[src/rtl/button_conditioner.sv]
// Button front end: 2-flop synchroniser, per-button debounce, level outputs and press pulses.
// Define BUTTON_AUTO_REPEAT_EN to add hold-to-repeat pulses on the left and right buttons.
module button_conditioner #(
  parameter int DEBOUNCE_CYCLES     = 371250,
  parameter int REPEAT_DELAY_CYCLES = 37125000,
  parameter int REPEAT_RATE_CYCLES  = 7425000
) (
  input  logic clk_in,
  input  logic rst_in,
  input  logic btnl_in,
  input  logic btnc_in,
  input  logic btnr_in,
  output logic left_out,
  output logic middle_out,
  output logic right_out,
  output logic left_press_out,
  output logic middle_press_out,
  output logic right_press_out,
  output logic any_press_out
);

  localparam int DB_W = $clog2(DEBOUNCE_CYCLES + 1);
  localparam logic [DB_W-1:0] DB_LAST = DB_W'(DEBOUNCE_CYCLES - 1);

`ifdef BUTTON_AUTO_REPEAT_EN
  localparam int RPT_MAX = (REPEAT_DELAY_CYCLES > REPEAT_RATE_CYCLES) ?
                           REPEAT_DELAY_CYCLES : REPEAT_RATE_CYCLES;
  localparam int RPT_W = $clog2(RPT_MAX + 1);
  localparam logic [RPT_W-1:0] DELAY_LAST = RPT_W'(REPEAT_DELAY_CYCLES - 1);
  localparam logic [RPT_W-1:0] RATE_LAST  = RPT_W'(REPEAT_RATE_CYCLES - 1);
  localparam logic [1:0] RELEASED  = 2'd0;
  localparam logic [1:0] HOLD_WAIT = 2'd1;
  localparam logic [1:0] REPEATING = 2'd2;
`endif

  if (DEBOUNCE_CYCLES < 2 || REPEAT_DELAY_CYCLES < 1 || REPEAT_RATE_CYCLES < 1) begin : g_param_check
    $error("button_conditioner: parameter out of legal range");
  end

  // Bit order everywhere: 0 = left, 1 = centre, 2 = right.
  logic [2:0] raw;
  logic [2:0] level;
  logic [2:0] press;
  logic [2:0] press_next;
  logic       any_reg;

  assign raw = {btnr_in, btnc_in, btnl_in};

  genvar gi;
  for (gi = 0; gi < 3; gi++) begin : g_btn
    logic            sync1_reg;
    logic            sync2_reg;
    logic            stable_reg;
    logic            level_reg;
    logic            press_reg;
    logic [DB_W-1:0] db_cnt_reg;

    always_ff @(posedge clk_in) begin
      if (rst_in) begin
        sync1_reg  <= 1'b0;
        sync2_reg  <= 1'b0;
        stable_reg <= 1'b0;
        level_reg  <= 1'b0;
        db_cnt_reg <= '0;
      end else begin
        sync1_reg <= raw[gi];
        sync2_reg <= sync1_reg;
        level_reg <= stable_reg;
        if (sync2_reg == stable_reg) begin
          db_cnt_reg <= '0;
        end else if (db_cnt_reg == DB_LAST) begin
          stable_reg <= ~stable_reg;
          db_cnt_reg <= '0;
        end else begin
          db_cnt_reg <= db_cnt_reg + 1'b1;
        end
      end
    end

`ifdef BUTTON_AUTO_REPEAT_EN
    if (gi != 1) begin : g_repeat
      logic [1:0]       state_reg;
      logic [1:0]       state_next;
      logic [RPT_W-1:0] rpt_cnt_reg;
      logic [RPT_W-1:0] rpt_cnt_next;
      logic             pulse_next;

      // Driven from stable/level so every pulse lands in the same cycle as the level output.
      always_comb begin
        state_next   = state_reg;
        rpt_cnt_next = rpt_cnt_reg;
        pulse_next   = 1'b0;
        case (state_reg)
          RELEASED: begin
            rpt_cnt_next = '0;
            if (stable_reg && !level_reg) begin
              pulse_next = 1'b1;
              state_next = HOLD_WAIT;
            end
          end
          HOLD_WAIT: begin
            if (!stable_reg) begin
              state_next   = RELEASED;
              rpt_cnt_next = '0;
            end else if (rpt_cnt_reg == DELAY_LAST) begin
              pulse_next   = 1'b1;
              state_next   = REPEATING;
              rpt_cnt_next = '0;
            end else begin
              rpt_cnt_next = rpt_cnt_reg + 1'b1;
            end
          end
          REPEATING: begin
            if (!stable_reg) begin
              state_next   = RELEASED;
              rpt_cnt_next = '0;
            end else if (rpt_cnt_reg == RATE_LAST) begin
              pulse_next   = 1'b1;
              rpt_cnt_next = '0;
            end else begin
              rpt_cnt_next = rpt_cnt_reg + 1'b1;
            end
          end
          default: begin
            state_next   = RELEASED;
            rpt_cnt_next = '0;
          end
        endcase
      end

      always_ff @(posedge clk_in) begin
        if (rst_in) begin
          state_reg   <= RELEASED;
          rpt_cnt_reg <= '0;
        end else begin
          state_reg   <= state_next;
          rpt_cnt_reg <= rpt_cnt_next;
        end
      end

      assign press_next[gi] = pulse_next;
    end else begin : g_single
      assign press_next[gi] = stable_reg & ~level_reg;
    end
`else
    assign press_next[gi] = stable_reg & ~level_reg;
`endif

    always_ff @(posedge clk_in) begin
      if (rst_in) begin
        press_reg <= 1'b0;
      end else begin
        press_reg <= press_next[gi];
      end
    end

    assign level[gi] = level_reg;
    assign press[gi] = press_reg;
  end

  always_ff @(posedge clk_in) begin
    if (rst_in) begin
      any_reg <= 1'b0;
    end else begin
      any_reg <= |press_next;
    end
  end

  assign left_out         = level[0];
  assign middle_out       = level[1];
  assign right_out        = level[2];
  assign left_press_out   = press[0];
  assign middle_press_out = press[1];
  assign right_press_out  = press[2];
  assign any_press_out    = any_reg;

endmodule

[config.mk]
export PLATFORM = sky130hd
export DESIGN_NAME = button_conditioner
export DESIGN_NICKNAME = d
export VERILOG_FILES = /design/src/rtl/button_conditioner.sv
export SDC_FILE = /design/constraint.sdc
export NUM_CORES = 1
export LEC_CHECK = 0
export CAP_MARGIN = 20
export CORE_MARGIN = 3
export CORE_UTILIZATION = 35
export DETAILED_ROUTE_END_ITERATION = 7
export GPL_TIMING_DRIVEN = 0
export PLACE_DENSITY = 0.63
export RECOVER_POWER = 100
export SYNTH_ARGS = -nofsm -noshare
export SYNTH_HDL_FRONTEND = slang
export SYNTH_SLANG_ARGS = --single-unit
[constraint.sdc]
create_clock -name clk_in -period 3.68 [get_ports clk_in]
set_clock_uncertainty 0.2 [all_clocks]
set_input_delay 0.368 -clock clk_in [delete_from_list [all_inputs] [get_ports clk_in]]
set_output_delay 0.368 -clock clk_in [all_outputs]
set_load 0.005 [all_outputs]
==> results of run 1 <==
-- logic make-up (layout without fill, tap and decap cells) --
logic type / Yosys count / after routing / synth area share
AO/OA/AOI/OAI: 17 / 17 / 0.03680
XOR/XNOR: 46 / 46 / 0.1288
adder cells (fa/ha/maj): 6 / 6 / 0.02400
buffers and inverters: 23 / 50 / 0.02800
flip-flops: 73 / 73 / 0.4672
multiplexers: 3 / 3 / 0.009600
AND/OR/NAND/NOR: 185 / 185 / 0.3056
-- path summary, 6_finish.rpt --
kind                                      from  cells past startpoint                                end
max          g_btn[0].db_cnt_reg[2]$_SDFF_PP0_                      6  g_btn[0].db_cnt_reg[8]$_SDFF_PP0_
min                        left_out$_SDFF_PP0_                      1          left_press_out$_SDFF_PP0_
max reg2reg  g_btn[0].db_cnt_reg[2]$_SDFF_PP0_                      6  g_btn[0].db_cnt_reg[8]$_SDFF_PP0_
min reg2reg                left_out$_SDFF_PP0_                      1          left_press_out$_SDFF_PP0_
-- routing by layer --
| layer | up-vias | track usage |
|---|---|---|
| met3 | 8 | 0.04291 |
| met5 | - | 0 |
| met4 | 0 | 0.04352 |
| li1 | 1269 | - |
| met2 | 22 | 0.1830 |
| met1 | 1102 | 0.1627 |
-- where the power goes --
| group | total, W | internal (W) | leakage [nW] | switching [W] |
|---|---|---|---|---|
| registers | 0.000796 | 0.000793 | 0.589 | 0.00000249 |
| clock network | 0.000529 | 0.000244 | 0.0870 | 0.000285 |
| logic | 0.0000191 | 0.00000914 | 0.380 | 0.0000100 |
-- stage by stage --
step / hold WS (ns) / setup slack [ns] / total power [W] / instance area [sq um] / instances
global route: 0.2501 / 0.6216 / 0.001399 / 3533 / 485
global placement: 0.2186 / 1.027 / 0.0008334 / 3369 / 469
finish: 0.2186 / 1.015 / 0.001343 / 3533 / 485
detailed placement: 0.2197 / 1.003 / 0.0008339 / 3369 / 469
CTS: 0.2303 / 1.014 / 0.001365 / 3533 / 485
floorplan: 0.2138 / 1.514 / 0.0008250 / 3128 / 353
-- synth_stat cells, drive strengths merged, types with 7 or more instances --
library cell | number | share of area
clkbuf | 7 | 0.0084
dfxtp | 73 | 0.47
inv | 15 | 0.018
nand2 | 17 | 0.020
nand2b | 7 | 0.014
nand3 | 18 | 0.029
nand4 | 15 | 0.032
nor2 | 63 | 0.076
nor3 | 15 | 0.024
nor4 | 18 | 0.036
xnor2 | 39 | 0.11
xor2 | 7 | 0.020
-- cell type report --
type / instances / share of cell area
buffer: 8 / 0.008853
clock buffer: 11 / 0.03718
clock inverter: 5 / 0.009207
inverter: 15 / 0.01593
multi-input combinational: 257 / 0.4469
sequential: 73 / 0.4136
tap: 105 / 0.03718
timing repair buffer: 11 / 0.03116
-- cells in the final DEF, fill, tap and decap left out, types with 7 or more instances in the layout --
cell,count
clkbuf_1,9
clkbuf_8,9
dfxtp_1,73
dlygate4sd3_1,8
inv_1,14
nand2_1,17
nand2b_1,7
nand3_1,18
nand4_1,14
nor2_1,63
nor3_1,15
nor4_1,18
xnor2_1,39
xor2_1,7
==> results_dict.tcl, run 1 <==
set metrics [dict create \
    tns_ns 0 \
    path_buf_inv 2 \
    path_class "register to register" \
    cts_setup_buffers 0 \
    grt_pass1_vias 2261 \
    worst_path_max_delay_cell "o21ai_0" \
    crit_path_end_kind "register" \
    seq_area_frac_synth 0.4672 \
    crit_path_max_fanout 10 \
    ctsHoldBuffers 0 \
    multi_input_area_sq_um 1579 \
    drt-initial-drc-count 58 \
    synth_seq_cells 73 \
    hold_viol 0 \
    cts_buffer_depth 2 \
    chipHeight_um 100.5 \
    critPathTopFamily "compound AO/OA/AOI/OAI gates" \
    core_sq_um 8464 \
    synth_edf_count 0 \
    totalWireLength_um 5706 \
    met2_length_um 2476 \
    cp.arrival_ns 2.67 \
    vias 2401 \
    cp_data_required_time_ns 3.68 \
    via_per_inst 4.951 \
    antenna_found_initial 0 \
    start_util 0.3695 \
    cts_tree "done" \
    period_needed_ns 2.665 \
    globalRouteTotalUtil 0.1220 \
    max_slew_margin 0.2643 \
    cts_root_buffer "clkbuf_8" \
    r2r_setup_slack_ns 1.02 \
    start_kind "register" \
    crit_top_cell "clkbuf_1" \
    syn2layout_area_growth_pct 12.96 \
    pwr_density_cell_nw_per_um2 380.2 \
    maxCapViolCount 0 \
    drt-met1-wl_um 2970 \
    slew_viol_final 0 \
    cts_sinks 73 \
    die_area_sq_um 10110 \
    highest_layer "met4" \
    io-pin-count 12 \
    layout-drive-gt1-share 0.05000 \
    die-width_um 100.5 \
    gp_congestion 0.8159 \
    rows 33 \
    max_freq_mhz 375.3 \
    grt_max_degree 13 \
    synthesis.area_sq_um 3128 \
    syn_nets 364 \
    htreeDepth 3 \
    grt_overflow 0 \
    synth_warnings 0 \
    cp_cell_sequence "clkbuf_1 -> nor4b_1 -> nand4_1 -> o21ai_0 -> clkbuf_1 -> nor2_1" \
    slowest_delay_ns 0.88 \
    fin_crit_sh 0.7241 \
    avgSynthCellArea_sq_um 8.861 \
    synthArstFlopShare 0 \
    ys_types 30 \
    cts_resized 0 \
    numCtsBuffers 9 \
    finalSetupViolCount 0 \
    ant_nets 0 \
    p_leak_nw 1.057 \
    hpwl_um 4048 \
    routedWlPerCell_um 11.76 \
    num_antenna_cells 0 \
    finish.utilization 0.4174 \
    met3_length_um 196 \
    grt_pass1_wl_um 9977 \
    rsz0062_at_grt "false" \
    clk_pin_slew_worst_paths_ns 0.08 \
    syn-instance-count 353 \
    tightest_slew_ns 1.092 \
    dominantRegCellSynth "dfxtp_1" \
    drtPass1Iterations 4 \
    seq_area_sq_um 1461 \
    largest_register_ff_count 57 \
    clk_latency_ns 0.34 \
    fillCellCount 839 \
    ir_drop_v 0.0002303 \
    port_buffers 11 \
    nets 386 \
    min_path_type "register to register" \
    drc 0 \
    status "completed" \
]
(Power assumes the default switching activity.)
==> inputs of run 2 (changes only) <==
Clock period 3.68 ns to 2.59 ns, I/O delays scaled along.
==> run 2 against run 1 <==
Effect of this change:
- global-route usage grew 0.087 points
- core utilization grew 0.37 points
- maximum frequency grew 12%
- count of clock-buffer cells in the layout is the same
- die area is the same
- sequential share of layout area shrank 0.36 points
==> results_dict.tcl, run 2 (synthesis results as in run 1) <==
set metrics [dict create \
    status "completed" \
    ir_drop_v 0.0003274 \
    cp_cell_sequence "nand4_1 -> or4_1 -> clkbuf_1 -> or4_1 -> a21oi_1" \
    grt_pass1_wl_um 10080 \
    fillCellCount 839 \
    cp.arrival_ns 2.44 \
    ctsHoldBuffers 0 \
    tightest_slew_ns 0.5051 \
    antenna_found_initial 0 \
    crit_path_max_fanout 8 \
    p_leak_nw 1.060 \
    rr_startpoint "g_btn[0].db_cnt_reg[6]$_SDFF_PP0_" \
    grt_pass1_vias 2286 \
    layout_common_cells "dfxtp_1 (73), nor2_1 (63), xnor2_1 (39), nor4_1 (18), nand3_1 (18)" \
    max_slew_margin 0.6621 \
    rows 33 \
    drc 0 \
    htreeDepth 3 \
    largest_register_ff_count 57 \
    totalWireLength_um 5746 \
    die-width_um 100.5 \
    cts_tree "done" \
    finalSetupViolCount 0 \
    slowest_delay_ns 0.55 \
    reg2reg_to "g_btn[0].db_cnt_reg[18]$_SDFF_PP0_" \
    gp_congestion 0.8159 \
    crit_path_end_kind "register" \
    whs_path_depth 1 \
    grt_max_degree 13 \
    chipHeight_um 100.5 \
    numCtsBuffers 9 \
    nets 388 \
    min_to "left_press_out$_SDFF_PP0_" \
    drt-initial-drc-count 62 \
    clk_pin_slew_worst_paths_ns 0.08 \
    grt_overflow 0 \
    hold_viol 0 \
    worst_path_max_delay_cell "or4_1" \
    min_path_type "register to register" \
    hp-start "left_out$_SDFF_PP0_" \
    die_area_sq_um 10110 \
    critPathLaunch "g_btn[0].db_cnt_reg[6]$_SDFF_PP0_" \
    power.total_w 0.001911 \
    cts_sinks 73 \
    placed_area_sq_um 3369 \
    vias 2444 \
    cts_root_buffer "clkbuf_8" \
    rsz0062_at_grt "false" \
    maxCapViolCount 0 \
    start_util 0.3695 \
    io-pin-count 12 \
    final_area_sq_um 3565 \
    hpwl_um 4048 \
    cp_data_required_time_ns 2.66 \
    layout_commonest_cell "dfxtp_1" \
    globalRouteTotalUtil 0.1229 \
    core_sq_um 8464 \
    crit_top_cell "or4_1" \
    syn2layout_area_growth_pct 13.96 \
    routedWlPerCell_um 11.80 \
    via_per_inst 5.018 \
    pwr_density_cell_nw_per_um2 536.2 \
    num_antenna_cells 0 \
    max_freq_mhz 422.1 \
    drtPass1Iterations 4 \
    start_kind "register" \
    path_class "register to register" \
    r2r_setup_slack_ns 0.22 \
    port_buffers 11 \
    fin_crit_sh 0.9147 \
    ant_nets 0 \
    period_needed_ns 2.369 \
    clk_latency_ns 0.34 \
    reg2reg_depth 5 \
    cts_buffer_depth 2 \
    slew_viol_final 0 \
    layout-drive-gt1-share 0.05236 \
]
run 2: cell count changes in the layout (fill, tap and decap cells not counted), sizes merged:
| cell | previous run | this run |
|---|---|---|
| clkbuf | 18 | 20 |
run 2: per-stage QoR:
step,hold WS (ns),setup slack [ns],utilization,setup TNS [ns],cells
6_report,0.2175,0.2209,0.4211,0,487
5_1_grt,0.2501,0.04313,0.4211,0,487
4_1_cts,0.2303,0.07245,0.4201,0,485
3_5_place_dp,0.2197,-0.07147,0.3981,-1.076,469
3_3_place_gp,0.2186,-0.06274,0.3981,-0.9136,469
2_1_floorplan,0.1872,0.4243,-,0,353
run 2: what timing repair did:
item | 4_1_cts | 5_1_grt
gates resized for setup | 2 | 3
setup buffers | 0 | 2
endpoints found under the setup margin | 20 | 29
pin swaps | 0 | 1
run 2: power by group:
group          internal (W)  leakage (nW)  switching (W)
combinational     0.0000145         0.383      0.0000147
sequential          0.00113         0.589     0.00000354
clock              0.000346        0.0870       0.000405
run 2: worst max-delay path by stage:
stage / to / slack, ns
after floorplan: g_btn[2].db_cnt_reg[14]$_SDFF_PP0_ / 0.42
after global placement: g_btn[1].db_cnt_reg[15]$_SDFF_PP0_ / -0.06
after detailed placement: g_btn[1].db_cnt_reg[13]$_SDFF_PP0_ / -0.07
after CTS: g_btn[1].db_cnt_reg[15]$_SDFF_PP0_ / 0.07
after global routing: g_btn[0].db_cnt_reg[16]$_SDFF_PP0_ / 0.04
final: g_btn[0].db_cnt_reg[18]$_SDFF_PP0_ / 0.22
run 2: area by class of cell:
class / instances / area (sq um) / area share
Clock inverter: 5 / 32.53 / 0.009126
Sequential cell: 73 / 1461 / 0.4100
Timing Repair Buffer: 13 / 121.4 / 0.03405
Multi-Input combinational cell: 257 / 1599 / 0.4486
Inverter: 15 / 56.30 / 0.01580
Tap cell: 105 / 131.4 / 0.03686
Clock buffer: 11 / 131.4 / 0.03686
Buffer: 8 / 31.28 / 0.008775
run 2: metal layers:
| layer | vias up | GRT usage | wire length [um] |
|---|---|---|---|
| met2 | 31 | 0.1865 | 2514 |
| li1 | 1275 | - | - |
| met3 | 8 | 0.04291 | 221 |
| met4 | 0 | 0.04352 | 62 |
| met1 | 1130 | 0.1622 | 2947 |
| met5 | - | 0 | 0 |
run 2: worst max-delay path, delay by kind of cell, from the launching register on:
kind | cells | cell delay (ns)
DFF | 1 | 0.43
and+or+nand+nor | 3 | 1.33
AOI/OAI and AO/OA | 1 | 0.14
buffers and inverters | 1 | 0.19
